`src/rtl/accum_alu_pkg.sv`:
```
// Shared types for the sequential accumulator ALU: opcodes, FSM states,
// and the error-clearing opcode classification.
package accum_alu_pkg;

  localparam int unsigned OP_W = 4;

  typedef enum logic [OP_W-1:0] {
    OP_NOP    = 4'b0000,
    OP_CLR    = 4'b0001,
    OP_ADD    = 4'b0010,
    OP_SUB    = 4'b0011,
    OP_MUL    = 4'b0100,
    OP_DIV    = 4'b0101,
    OP_MOD    = 4'b0110,
    OP_PRESET = 4'b1110,
    OP_RESET  = 4'b1111
  } op_e;

  typedef enum logic {
    IDLE = 1'b0,
    BUSY = 1'b1
  } state_e;

  // Opcodes that zero the accumulator also wipe accumulated error bits:
  // CLR, RESET and every unassigned opcode (0111-1101, which act as CLR).
  function automatic logic op_clears_err(input logic [OP_W-1:0] op);
    return (op == OP_CLR) || (op == OP_RESET) ||
           ((op >= 4'b0111) && (op <= 4'b1101));
  endfunction

endpackage

```
`src/rtl/accum_alu_seq_divider.sv`:
```
// seq_divider: unsigned restoring divider, one quotient bit per clock,
// W iterations after a start pulse. quotient/remainder carry the result of
// the iteration in progress, so they are final in the cycle where done=1
// and the consumer can register them on that same edge.
module seq_divider #(
  parameter int unsigned W = 16
) (
  input  logic         clk,
  input  logic         rst,
  input  logic         start,
  input  logic [W-1:0] dividend,
  input  logic [W-1:0] divisor,
  output logic         done,
  output logic [W-1:0] quotient,
  output logic [W-1:0] remainder
);

  localparam int unsigned CNT_W = $clog2(W + 1);

  logic             busy_q, busy_d;
  logic [CNT_W-1:0] cnt_q, cnt_d;
  logic [W-1:0]     rem_q, rem_d;
  logic [W-1:0]     quo_q, quo_d;
  logic [W-1:0]     dvs_q, dvs_d;

  logic [W:0]       shifted;
  logic [W:0]       trial;
  logic [W-1:0]     step_rem;
  logic [W-1:0]     step_quo;

  // One restoring step per cycle; load operands on start.
  always_comb begin
    busy_d   = busy_q;
    cnt_d    = cnt_q;
    rem_d    = rem_q;
    quo_d    = quo_q;
    dvs_d    = dvs_q;
    done     = 1'b0;

    // Bring the next dividend bit into the partial remainder and try to subtract;
    // a set top bit of the trial difference means it went negative (restore).
    shifted  = {rem_q, quo_q[W-1]};
    trial    = shifted - {1'b0, dvs_q};
    step_rem = trial[W] ? shifted[W-1:0] : trial[W-1:0];
    step_quo = {quo_q[W-2:0], ~trial[W]};

    quotient  = step_quo;
    remainder = step_rem;

    if (start) begin
      busy_d = 1'b1;
      cnt_d  = '0;
      rem_d  = '0;
      quo_d  = dividend;
      dvs_d  = divisor;
    end else if (busy_q) begin
      rem_d = step_rem;
      quo_d = step_quo;
      cnt_d = cnt_q + CNT_W'(1);
      if (cnt_q == CNT_W'(W - 1)) begin
        done   = 1'b1;
        busy_d = 1'b0;
      end
    end
  end

  // Iteration state registers.
  always_ff @(posedge clk or posedge rst) begin
    if (rst) begin
      busy_q <= 1'b0;
      cnt_q  <= '0;
      rem_q  <= '0;
      quo_q  <= '0;
      dvs_q  <= '0;
    end else begin
      busy_q <= busy_d;
      cnt_q  <= cnt_d;
      rem_q  <= rem_d;
      quo_q  <= quo_d;
      dvs_q  <= dvs_d;
    end
  end

endmodule

```
`src/rtl/accum_alu_seq.sv`:
```
// accum_alu_seq: W-bit operand combined with the low half of a 2W-bit
// accumulator. Single-cycle ADD/SUB/CLR/PRESET/NOP; multi-cycle shift-add MUL
// and restoring DIV/MOD (via seq_divider) behind a valid/ready handshake.
// Build option ERR_STICKY_EN: ERR bits OR-accumulate until RST or a clearing op.
module accum_alu_seq #(
  parameter int unsigned W = 16
) (
  input  logic           CLK,
  input  logic           RST,
  input  logic           IN_VALID,
  output logic           IN_READY,
  input  logic [W-1:0]   IN1,
  input  logic [3:0]     OP,
  output logic [2*W-1:0] OUT,
  output logic           OUT_VALID,
  output logic [1:0]     ERR
);

  import accum_alu_pkg::*;

  localparam int unsigned CNT_W = $clog2(W + 1);

`ifdef ERR_STICKY_EN
  localparam bit ERR_STICKY = 1'b1;
`else
  localparam bit ERR_STICKY = 1'b0;
`endif

  state_e           state_q, state_d;
  logic [CNT_W-1:0] cnt_q, cnt_d;
  op_e              op_q, op_d;
  logic [W-1:0]     mcand_q, mcand_d;
  logic [2*W-1:0]   prod_q, prod_d;
  logic [2*W-1:0]   acc_q, acc_d;
  logic [1:0]       err_q, err_d;
  logic             out_valid_q, out_valid_d;

  op_e              op_in;
  logic [W-1:0]     fbk;
  logic             accept;
  logic             retire;
  logic             finish;
  logic [1:0]       err_new;
  logic             err_clr;
  logic [W:0]       sum;
  logic [W:0]       mul_sum;
  logic [2*W-1:0]   prod_step;

  logic             div_start;
  logic             div_done;
  logic [W-1:0]     div_quo;
  logic [W-1:0]     div_rem;

  seq_divider #(.W(W)) u_div (
    .clk       (CLK),
    .rst       (RST),
    .start     (div_start),
    .dividend  (IN1),
    .divisor   (fbk),
    .done      (div_done),
    .quotient  (div_quo),
    .remainder (div_rem)
  );

  // Next-state, accumulator/error update and multiplier step.
  always_comb begin
    state_d     = state_q;
    cnt_d       = cnt_q;
    op_d        = op_q;
    mcand_d     = mcand_q;
    prod_d      = prod_q;
    acc_d       = acc_q;
    err_d       = err_q;
    out_valid_d = 1'b0;
    retire      = 1'b0;
    err_new     = '0;
    err_clr     = 1'b0;
    div_start   = 1'b0;

    op_in  = op_e'(OP);
    fbk    = acc_q[W-1:0];
    accept = IN_VALID && (state_q == IDLE);
    sum    = {1'b0, IN1} + {1'b0, fbk};

    // Shift-add: low half of prod holds the not-yet-consumed multiplier bits,
    // high half the running partial product; each step adds and shifts right.
    mul_sum   = {1'b0, prod_q[2*W-1:W]} + ({1'b0, mcand_q} & {(W+1){prod_q[0]}});
    prod_step = {mul_sum, prod_q[W-1:1]};

    finish = (op_q == OP_MUL) ? (cnt_q == CNT_W'(W - 1)) : div_done;

    case (state_q)
      IDLE: begin
        if (accept) begin
          case (op_in)
            OP_NOP: retire = 1'b1;
            OP_ADD: begin
              acc_d      = {{(W-1){1'b0}}, sum};
              err_new[0] = sum[W];
              retire     = 1'b1;
            end
            OP_SUB: begin
              acc_d      = {{W{1'b0}}, IN1} - {{W{1'b0}}, fbk};
              err_new[0] = (IN1 < fbk);
              retire     = 1'b1;
            end
            OP_PRESET: begin
              acc_d  = '1;
              retire = 1'b1;
            end
            OP_MUL: begin
              state_d = BUSY;
              cnt_d   = '0;
              op_d    = OP_MUL;
              mcand_d = IN1;
              prod_d  = {{W{1'b0}}, fbk};
            end
            OP_DIV, OP_MOD: begin
              if (fbk == '0) begin
                acc_d      = '0;
                err_new[1] = 1'b1;
                retire     = 1'b1;
              end else begin
                state_d   = BUSY;
                cnt_d     = '0;
                op_d      = op_in;
                div_start = 1'b1;
              end
            end
            default: begin
              acc_d   = '0;
              err_clr = op_clears_err(OP);
              retire  = 1'b1;
            end
          endcase
        end
      end
      BUSY: begin
        cnt_d = cnt_q + CNT_W'(1);
        if (op_q == OP_MUL) begin
          prod_d = prod_step;
        end
        if (finish) begin
          state_d = IDLE;
          retire  = 1'b1;
          if (op_q == OP_MUL) begin
            acc_d = prod_step;
          end else if (op_q == OP_DIV) begin
            acc_d = {{W{1'b0}}, div_quo};
          end else begin
            acc_d = {{W{1'b0}}, div_rem};
          end
        end
      end
      default: state_d = IDLE;
    endcase

    if (retire) begin
      out_valid_d = 1'b1;
      err_d       = (ERR_STICKY && !err_clr) ? (err_q | err_new) : err_new;
    end
  end

  // Architectural and sequencing registers.
  always_ff @(posedge CLK or posedge RST) begin
    if (RST) begin
      state_q     <= IDLE;
      cnt_q       <= '0;
      op_q        <= OP_NOP;
      mcand_q     <= '0;
      prod_q      <= '0;
      acc_q       <= '0;
      err_q       <= '0;
      out_valid_q <= 1'b0;
    end else begin
      state_q     <= state_d;
      cnt_q       <= cnt_d;
      op_q        <= op_d;
      mcand_q     <= mcand_d;
      prod_q      <= prod_d;
      acc_q       <= acc_d;
      err_q       <= err_d;
      out_valid_q <= out_valid_d;
    end
  end

  assign IN_READY  = (state_q == IDLE);
  assign OUT       = acc_q;
  assign OUT_VALID = out_valid_q;
  assign ERR       = err_q;

endmodule
```
`config.mk`:
```
export PLATFORM = sky130hd
export DESIGN_NAME = accum_alu_seq
export DESIGN_NICKNAME = d
export VERILOG_FILES = /design/src/rtl/accum_alu_pkg.sv /design/src/rtl/accum_alu_seq_divider.sv /design/src/rtl/accum_alu_seq.sv
export SDC_FILE = /design/constraint.sdc
export NUM_CORES = 1
export LEC_CHECK = 0
export CAP_MARGIN = 20
export CORE_ASPECT_RATIO = 2
export CORE_UTILIZATION = 42
export DETAILED_ROUTE_END_ITERATION = 8
export PLACE_DENSITY = 0.58
export SYNTH_ARGS = -nofsm -noshare
export SYNTH_HDL_FRONTEND = slang
export SYNTH_SLANG_ARGS = --single-unit
```
`constraint.sdc`:
```
create_clock -name CLK -period 6.35 [get_ports CLK]
set_clock_uncertainty 0.15 [all_clocks]
set_input_delay 1.905 -clock CLK [delete_from_list [all_inputs] [get_ports CLK]]
set_output_delay 1.905 -clock CLK [all_outputs]
set_load 0.03 [all_outputs]
```
==> Word-level counts from Yosys, hierarchy flattened <==
Index checks and enable logic that the tools add are counted.
{ "op_classes": {"muxes": 49, "bitwise_logic": 3, "n_lt_le_gt_ge": 1, "n_addsub": 6, "eq_ne": 19, "n_reduce_logical": 12} }
{ "op_table": {"columns": ["operator", "n"], "rows": [
  ["$mux 32", 7],
  ["$pmux 32 s5", 1],
  ["$pmux 32 s2", 2],
  ["$mux 16", 6],
  ["$eq 4x3->1 const B", 5],
  ["$mux 5", 4],
  ["$pmux 5 s2", 2],
  ["$mux 1", 18],
  ["$add 16x16->17", 1],
  ["$add 16x17->17", 1],
  ["$and 16x17->17", 1],
  ["$sub 16x16->17", 1],
  ["$sub 17x16->17", 1],
  ["$logic_not 16->1", 1],
  ["$lt 16x16->1", 1],
  ["$add 5x1->5 const B", 2],
  ["$eq 5x4->1 const B", 2],
  ["$pmux 1 s2", 5],
  ["$reduce_and 3->1", 3],
  ["$eq 4x2->1 const B", 2],
  ["$ne 2x1->1 const B", 4],
  ["$pmux 4 s2", 1],
  ["$reduce_and 4->1", 2],
  ["$ne 3x3->1 const B", 2],
  ["10 further kinds", 15]
]} }
{ "word_totals": {"regBits": 147, "input_bits": 23, "word_cells": 103} }

==> Depth between registers and ports, before layout <==
Gate-level depths: netlist of run 1.
{ "logic_depth": {"depth_word": 10, "mapped_depth": 13, "ltp_nobuf": 12} }

==> Modules after synthesis <==
Synthesis of run 1 repeated with hierarchy kept, for this count alone.
{ "hier_totals": {"cells_unflattened": 1184, "area_unflattened_um2": 10402.5} }
{ "modules_own_cells": {"columns": ["module", "n_inst", "area_per_inst_um2", "seq_area_each_um2", "cells_per_inst"], "rows": [
  ["accum_alu_seq", 1, 6750.2, 2327.2, 778],
  ["seq_divider", 1, 3652.3, 1351.3, 406]
]} }

==> Worst setup path after synthesis of run 1 <==
OpenSTA, ideal clock, no wires.
{ "synth_path": {"path_type": "input-to-reg", "start": "in IN1[0]", "end": "reg acc_q[31] (netlist: OUT[31])", "t_arrival_ns": 3.911, "n_path_buf": 1, "required_ns": 6.073, "setup_ns": 0.127, "cell_stages": 12, "slack_ns": 2.162, "path_cell_list": "inv_1 ha_1 fa_1 nor2b_1 o31a_1 o2111ai_1 a211oi_1 or2_1 a41oi_1 o21ai_1 buf_2 a21oi_1"} }
{ "synth_between": {"elab_chain_len": 4} }
{ "synth_lines": {"columns": ["item", "line", "source"], "rows": [
  ["start: declaration", "accum_alu_seq.sv:12", "input logic [W-1:0] IN1,"],
  ["$sub 16x16->17", "accum_alu_seq.sv:103", "acc_d = {{W{1'b0}}, IN1} - {{W{1'b0}}, fbk};"],
  ["$pmux 32 s5", "accum_alu_seq.sv:95", "case (op_in)"],
  ["$mux 32", "accum_alu_seq.sv:94", "if (accept) begin"],
  ["$pmux 32 s2", "accum_alu_seq.sv:92", "case (state_q)"],
  ["end signal: assignment", "accum_alu_seq.sv:172", "acc_q <= '0;"],
  ["end signal: assignment", "accum_alu_seq.sv:181", "acc_q <= acc_d;"],
  ["end: declaration", "accum_alu_seq.sv:34", "logic [2*W-1:0] acc_q, acc_d;"]
]} }
No other way between the ends. The select of a mux whose other input is x is not followed.
A chain may end at the register's enable or synchronous reset.

==> Worst setup path after layout of run 1 <==
{ "layout_path": {"start": "in IN1[0]", "end": "reg acc_q[29] (netlist: OUT[29])"} }
Same word-level chain as after synthesis.

==> results of run 1 <==
[where the power goes]
group,internal [mW],leakage [nW],switching (mW),total [mW]
Clock,0.657,0.299,0.423,1.08
Combinational,1.52,3.15,2.28,3.80
Sequential,1.36,1.80,0.383,1.74
Total,3.54,5.25,3.09,6.63
[path summary, 6_finish.rpt]
check                      startpoint         endpoint  slack (ns)  depth (start not counted)
max                            IN1[0]          OUT[29]        1.23                         12
min reg2reg                prod_q[25]       prod_q[25]        0.33                          2
min in group asynchronous         RST       mcand_q[5]        1.82                          2
min                        prod_q[25]       prod_q[25]        0.33                          2
max in group asynchronous         RST  u_div.quo_q[13]        3.42                          3
max reg2reg                    OUT[4]          OUT[14]        2.56                         10
[worst min-delay path, cell delays in order (launching register included)]
cell and delay [ns]:
dfrtp_1 0.34, nand2_1 0.05, nand2_1 0.06
[layer usage]
metal	GRT usage	wire (um)
met4	0.174	1890
met5	0	0
met3	0.0452	1130
met2	0.533	18200
met1	0.275	11400
[placed cells by master (no fill, tap or decap), types with 10 or more instances in the layout]
cell type        instances
nand2_1                133
mux2_2                  20
nor4_1                  12
ha_1                    68
o211ai_1                15
a211oi_1                21
o31ai_1                 10
clkdlybuf4s50_1         58
a311oi_1                10
nor2_1                  90
xnor2_1                 21
mux2i_1                 49
o21ai_0                100
o21a_1                  14
nor2b_1                 15
nor3_1                  20
and3_1                  11
nand2b_1                14
a21o_1                  20
a21oi_1                 72
and2_1                  19
clkbuf_16               17
nand3_1                 27
buf_4                   22
inv_1                   64
dfrtp_1                146
[final cells by class]
type                    count  area [sq um]  share of cell area
multi-input cells         884          5920               0.511
well taps                 283           354              0.0306
clock buffers              23           488              0.0421
inverters                  65           249              0.0215
clock inverters             8           125              0.0108
flip-flops and latches    147          3680               0.318
repair buffers             82           771              0.0665
[state kept, by name (all words and copies together), names as in the netlist]
signal and count:
OUT_VALID 1, mcand_q 16, u_div.rem_q 16, u_div.quo_q 16, OUT 32, u_div.busy_q 1, op_q 4, cnt_q 5
u_div.dvs_q 16, u_div.cnt_q 5, prod_q 32, state_q 1, ERR 2
[stage by stage]
stage | instances | area [sq um] | hold WS (ns) | total power, mW | utilization
final | 1492 | 11600 | 0.334 | 6.63 | 0.495
after floorplan | 1154 | 10100 | 0.289 | 4.39 | -
after CTS | 1491 | 11600 | 0.339 | 6.64 | 0.494
after detailed placement | 1460 | 11000 | 0.322 | 5.54 | 0.468
after global placement | 1460 | 11000 | 0.310 | 5.50 | 0.468
after global routing | 1492 | 11600 | 0.359 | 7.14 | 0.495
[logic make-up (layout without fill, tap and decap cells)]
group / after synthesis / in the layout / synth area share
buffers and inverters: 123 / 178 / 0.0480
xor gates and xnor gates: 26 / 26 / 0.0226
adders and majority gates: 73 / 73 / 0.0935
muxes: 69 / 69 / 0.0711
AOI/OAI and AO/OA: 338 / 338 / 0.220
DFF: 147 / 147 / 0.366
and+or+nand+nor: 378 / 378 / 0.179
[Yosys cell counts (5+ instances only)]
cell	number
ha_1	68
nor2_1	90
and2_1	18
nand2_1	133
clkbuf_1	49
nand3_1	27
o22a_1	5
mux2_2	20
a41oi_1	6
o21ai_0	100
nor4_1	12
nor3_1	22
o31ai_1	11
nor2b_1	16
or4_1	5
a311oi_1	10
or3_1	7
nand2b_1	14
and3_1	11
o21bai_1	6
dfrtp_1	147
xnor2_1	21
o211ai_1	15
o21a_1	14
a21oi_1	72
a21o_1	20
mux2i_1	49
inv_1	65
o22ai_1	5
o31a_1	5
nand4_1	7
xor2_1	5
a211oi_1	21
==> metrics.cfg, run 1 <==
[timing]
slew_violations = 0
worst_pin_slew_ns = 1.02
min_period_ns = 5.12
hold_violations = 0
grt_setup_unrepaired = false
setup_slack_ns = 1.23
maxSlewHeadroom = 0.313
tns_ns = 0
finalSetupViolCount = 0
period_share = 0.806
max_freq_mhz = 195

[cts]
cts_buffer_depth = 2
numCtsBuffers = 17
cts_tree = done
ctsHoldBuffers = 0
cts_root_buf = clkbuf_16
clkSinkCount = 147
cts_resized = 0
path_clk_slew_ns = 0.06
h-tree-depth = 4
clock_latency_ns = 0.46
cts_setup_buffers = 0

[synthesis]
synth_area_sq_um = 10100
synth_flop_cell = dfrtp_1
async_reset_ff_frac = 1.00
yosysTopAreaCellShare = 0.366
avgSynthCellArea_sq_um = 8.72
ys_seq_area_frac = 0.366
synthCells = 1154
synth-edff-count = 0
yosysWarnings = 0
synth_fp_nets = 1249
synth.largest_area_cell = dfrtp_1
synthTopCellsByArea = dfrtp_1 37%, ha_1 8.5%, o21ai_0 5.0%
synth-seq-cells = 147
ys_types = 77

[setup_path]
path_delay_family = compound AO/OA/AOI/OAI gates
cp_data_arrival_time_ns = 5.26
worst-path-buf-inv = 2
critPathMaxStageDelay_ns = 0.76
crit_path_cell_trace = clkdlybuf4s50_1 > inv_1 > ha_1 > fa_1 > nor2b_1 > o31a_1 > o2111ai_1 > a211oi_1 > or2_1 > a41oi_1 > o21ai_1 > a21oi_1
criticalPathCategory = input pin to flop
slowest_stage = o21ai_1
end_kind = flop
crit_required_ns = 6.49
cp-start-kind = input pin
crit_fanout = 11

[final_layout]
final_nets = 1292
n_antenna_cell = 0
fillers = 2267
area_growth_pct = 15.2
drive_gt1_frac = 0.0736

[pwr]
irDropWorstVdd_mv = 0.344
p_per_area_nw_per_um2 = 572
leakage_nw = 5.25

[floorplan]
core_sq_um = 23400
rows = 79
ioPinCount = 59
initial_utilization = 0.429
die-area_sq_um = 24600
dieWidth_um = 111
fp.dieH_um = 221

[detailed_routing]
drt-total-wl_mm = 32.6
drc = 5
drt_iter0_drc = 528
firstDrtPassIters = 9
viasPerCell = 6.01
wl_per_cell_um = 21.9
drtAntennaViolNets = 0
vias = 8960

[global_route]
antenna_found_initial = 0
grt_overflow_total = 0
grt_use_total = 0.279
grt_pass1_wl_mm = 52.1
grt_pass1_vias = 9357
grt_max_degree = 89

[run]
maxCapViolCount = 0

[placement]
pre_cts_ws_ns = 0.825
gp_congestion = 0.960
dp_hpwl_mm = 24.6
portBuffers = 58

[outcome]
status = finished, violations left
violations = design-rule violations

[worst_hold_path]
hp-class = flop to flop

Note: power is estimated with default switching activity, not from simulation.
==> run 2: changes to the inputs <==
==> constraint.sdc (replaced) <==
create_clock -name CLK -period 5.1 [get_ports CLK]
set_clock_uncertainty 0.15 [all_clocks]
set_input_delay 1.53 -clock CLK [delete_from_list [all_inputs] [get_ports CLK]]
set_output_delay 1.53 -clock CLK [all_outputs]
set_load 0.03 [all_outputs]
==> run 2 against run 1 <==
Effect of this change: the flow still finishes with violations (design-rule violations); global-route usage fell by 0.54 points; utilization grew 0.88 points; hold slack lost 0.0071 ns; register-to-register slack worse by 1.3 ns; largest power group unchanged.
==> metrics.cfg, run 2 (synthesis results as in run 1) <==
[outcome]
status = finished, violations left
violations = design-rule violations

[final_layout]
stdcell_area_sq_um = 11800
area_growth_pct = 17.2
regArea_sq_um = 3680
fillers = 2235
n_antenna_cell = 0
final_common_cell = dfrtp_1
drive_gt1_frac = 0.0819
fin_util = 0.503
mostFrequentLayoutCells = 146 x dfrtp_1, 133 x nand2_1, 100 x o21ai_0
final_nets = 1303
multi_input_area_sq_um = 5910

[detailed_routing]
drt-total-wl_mm = 32.5
drt_iter0_drc = 512
firstDrtPassIters = 9
drc = 4
viasPerCell = 6.01
drtAntennaViolNets = 0
wl_per_cell_um = 21.6
vias = 9040

[global_route]
grt_max_degree = 75
grt_overflow_total = 0
grt_pass1_wl_mm = 51.0
grt_use_total = 0.274
antenna_found_initial = 0
grt_pass1_vias = 9277

[floorplan]
fp.dieH_um = 221
rows = 79
die-area_sq_um = 24600
core_sq_um = 23400
dieWidth_um = 111
ioPinCount = 59
initial_utilization = 0.429

[pwr]
irDropWorstVdd_mv = 0.420
total_power_mw = 8.47
p_seq_frac = 0.257
leakage_nw = 5.35
p_sw_frac = 0.456
p_per_area_nw_per_um2 = 718
clockPowerShare = 0.181
p_comb_frac = 0.562
intPower_mw = 4.61
switchingPower_mw = 3.86

[setup_path]
slowest_stage = clkdlybuf4s50_1
ff2ff_path_depth = 12
regToRegEndpoint = OUT[27]
worst-path-buf-inv = 3
critPathMaxStageDelay_ns = 0.50
crit_fanout = 11
cp_data_arrival_time_ns = 4.53
crit_path_cell_trace = clkdlybuf4s50_1 > inv_1 > ha_1 > fa_1 > nor2b_1 > o31a_1 > o2111ai_1 > a211oi_1 > or2_1 > a41oi_1 > o21ai_1 > buf_4 > a31oi_1
end_kind = flop
path_delay_family = compound AO/OA/AOI/OAI gates
criticalPathCategory = input pin to flop
crit_required_ns = 5.28
worstReg2RegStart = prod_q[0]
r2r_slack_ns = 1.25
cp-start-kind = input pin

[timing]
slew_violations = 0
grt_setup_unrepaired = false
finalSetupViolCount = 0
tns_ns = 0
min_period_ns = 4.35
worst_pin_slew_ns = 1.24
period_share = 0.854
max_freq_mhz = 230
hold_violations = 0
maxSlewHeadroom = 0.166

[cts]
cts_tree = done
clkSinkCount = 147
cts_resized = 0
clock_latency_ns = 0.46
numCtsBuffers = 17
cts_setup_buffers = 0
path_clk_slew_ns = 0.06
cts_buffer_depth = 2
ctsHoldBuffers = 0
cts_root_buf = clkbuf_16
h-tree-depth = 4

[run]
maxCapViolCount = 0

[placement]
dp_hpwl_mm = 24.8
portBuffers = 58
gp_congestion = 0.943
placed_area_sq_um = 11100

[worst_hold_path]
min_path_cells = 1
worstHoldEndpoint = op_q[2]
hp-class = flop to flop
hold_start = op_q[2]

-- run 2: how the worst max path moves through the flow --
stage / startpoint / slack (ns) / to / depth (start not counted)
floorplan: IN1[0] / 1.29 / OUT[31] / 12
detailed placement: IN1[0] / 0.29 / OUT[27] / 13
finish: IN1[0] / 0.75 / OUT[27] / 13
global route: IN1[0] / 0.61 / OUT[27] / 13
CTS: IN1[0] / 0.76 / OUT[27] / 13
global placement: IN1[0] / 0.35 / OUT[27] / 13
-- run 2: worst reg2reg max path: cells and delay by family, from the launching register on --
kind / cells / cell delay (ns)
simple gates: 5 / 1.29
compound gates: 4 / 1.00
flops: 1 / 0.70
fa+ha+maj: 2 / 0.57
buf+inv: 1 / 0.06
-- run 2: final cells by class --
type,count,share of cell area
repair buffers,93,0.0758
clock buffers,20,0.0387
inverters,65,0.0210
well taps,283,0.0300
flip-flops and latches,147,0.312
clock inverters,12,0.0212
multi-input cells,884,0.501
-- run 2: per-layer routing --
layer,track usage,up-vias,part of all wire
met5,0,-,0
met4,0.179,0,0.054
met3,0.0342,106,0.030
met2,0.519,277,0.55
met1,0.275,4388,0.36
li1,-,4269,-
-- run 2: power by group through the flow --
stage                     combinational, mW  sequential, mW  clock [mW]
final                                  4.76            2.18        1.53
after global routing                   5.24            2.24        1.60
after CTS                              4.76            2.17        1.56
after detailed placement               4.74            2.19           0
after global placement                 4.69            2.18           0
after floorplan                        3.21            2.25           0
-- run 2: through the flow --
| stage | std cells | setup WS [ns] | hold slack, ns |
|---|---|---|---|
| 4_1_cts | 1504 | 0.763 | 0.332 |
| 6_report | 1504 | 0.745 | 0.327 |
| 3_5_place_dp | 1472 | 0.291 | 0.317 |
| 2_1_floorplan | 1154 | 1.29 | 0.289 |
| 3_3_place_gp | 1472 | 0.350 | 0.305 |
| 5_1_grt | 1504 | 0.607 | 0.350 |
==> run 3: changes to the inputs <==
--- a/config.mk
+++ b/config.mk
@@ -7,9 +7,12 @@
 export LEC_CHECK = 0
 export CAP_MARGIN = 20
 export CORE_ASPECT_RATIO = 2
+export CORE_MARGIN = 1
 export CORE_UTILIZATION = 42
+export CTS_CLUSTER_DIAMETER = 80
 export DETAILED_ROUTE_END_ITERATION = 8
 export PLACE_DENSITY = 0.58
 export SYNTH_ARGS = -nofsm -noshare
 export SYNTH_HDL_FRONTEND = slang
 export SYNTH_SLANG_ARGS = --single-unit
+export TNS_END_PERCENT = 100
==> results of run 3 <==
No change in the layout: final DEF, timing and power equal those of run 2.
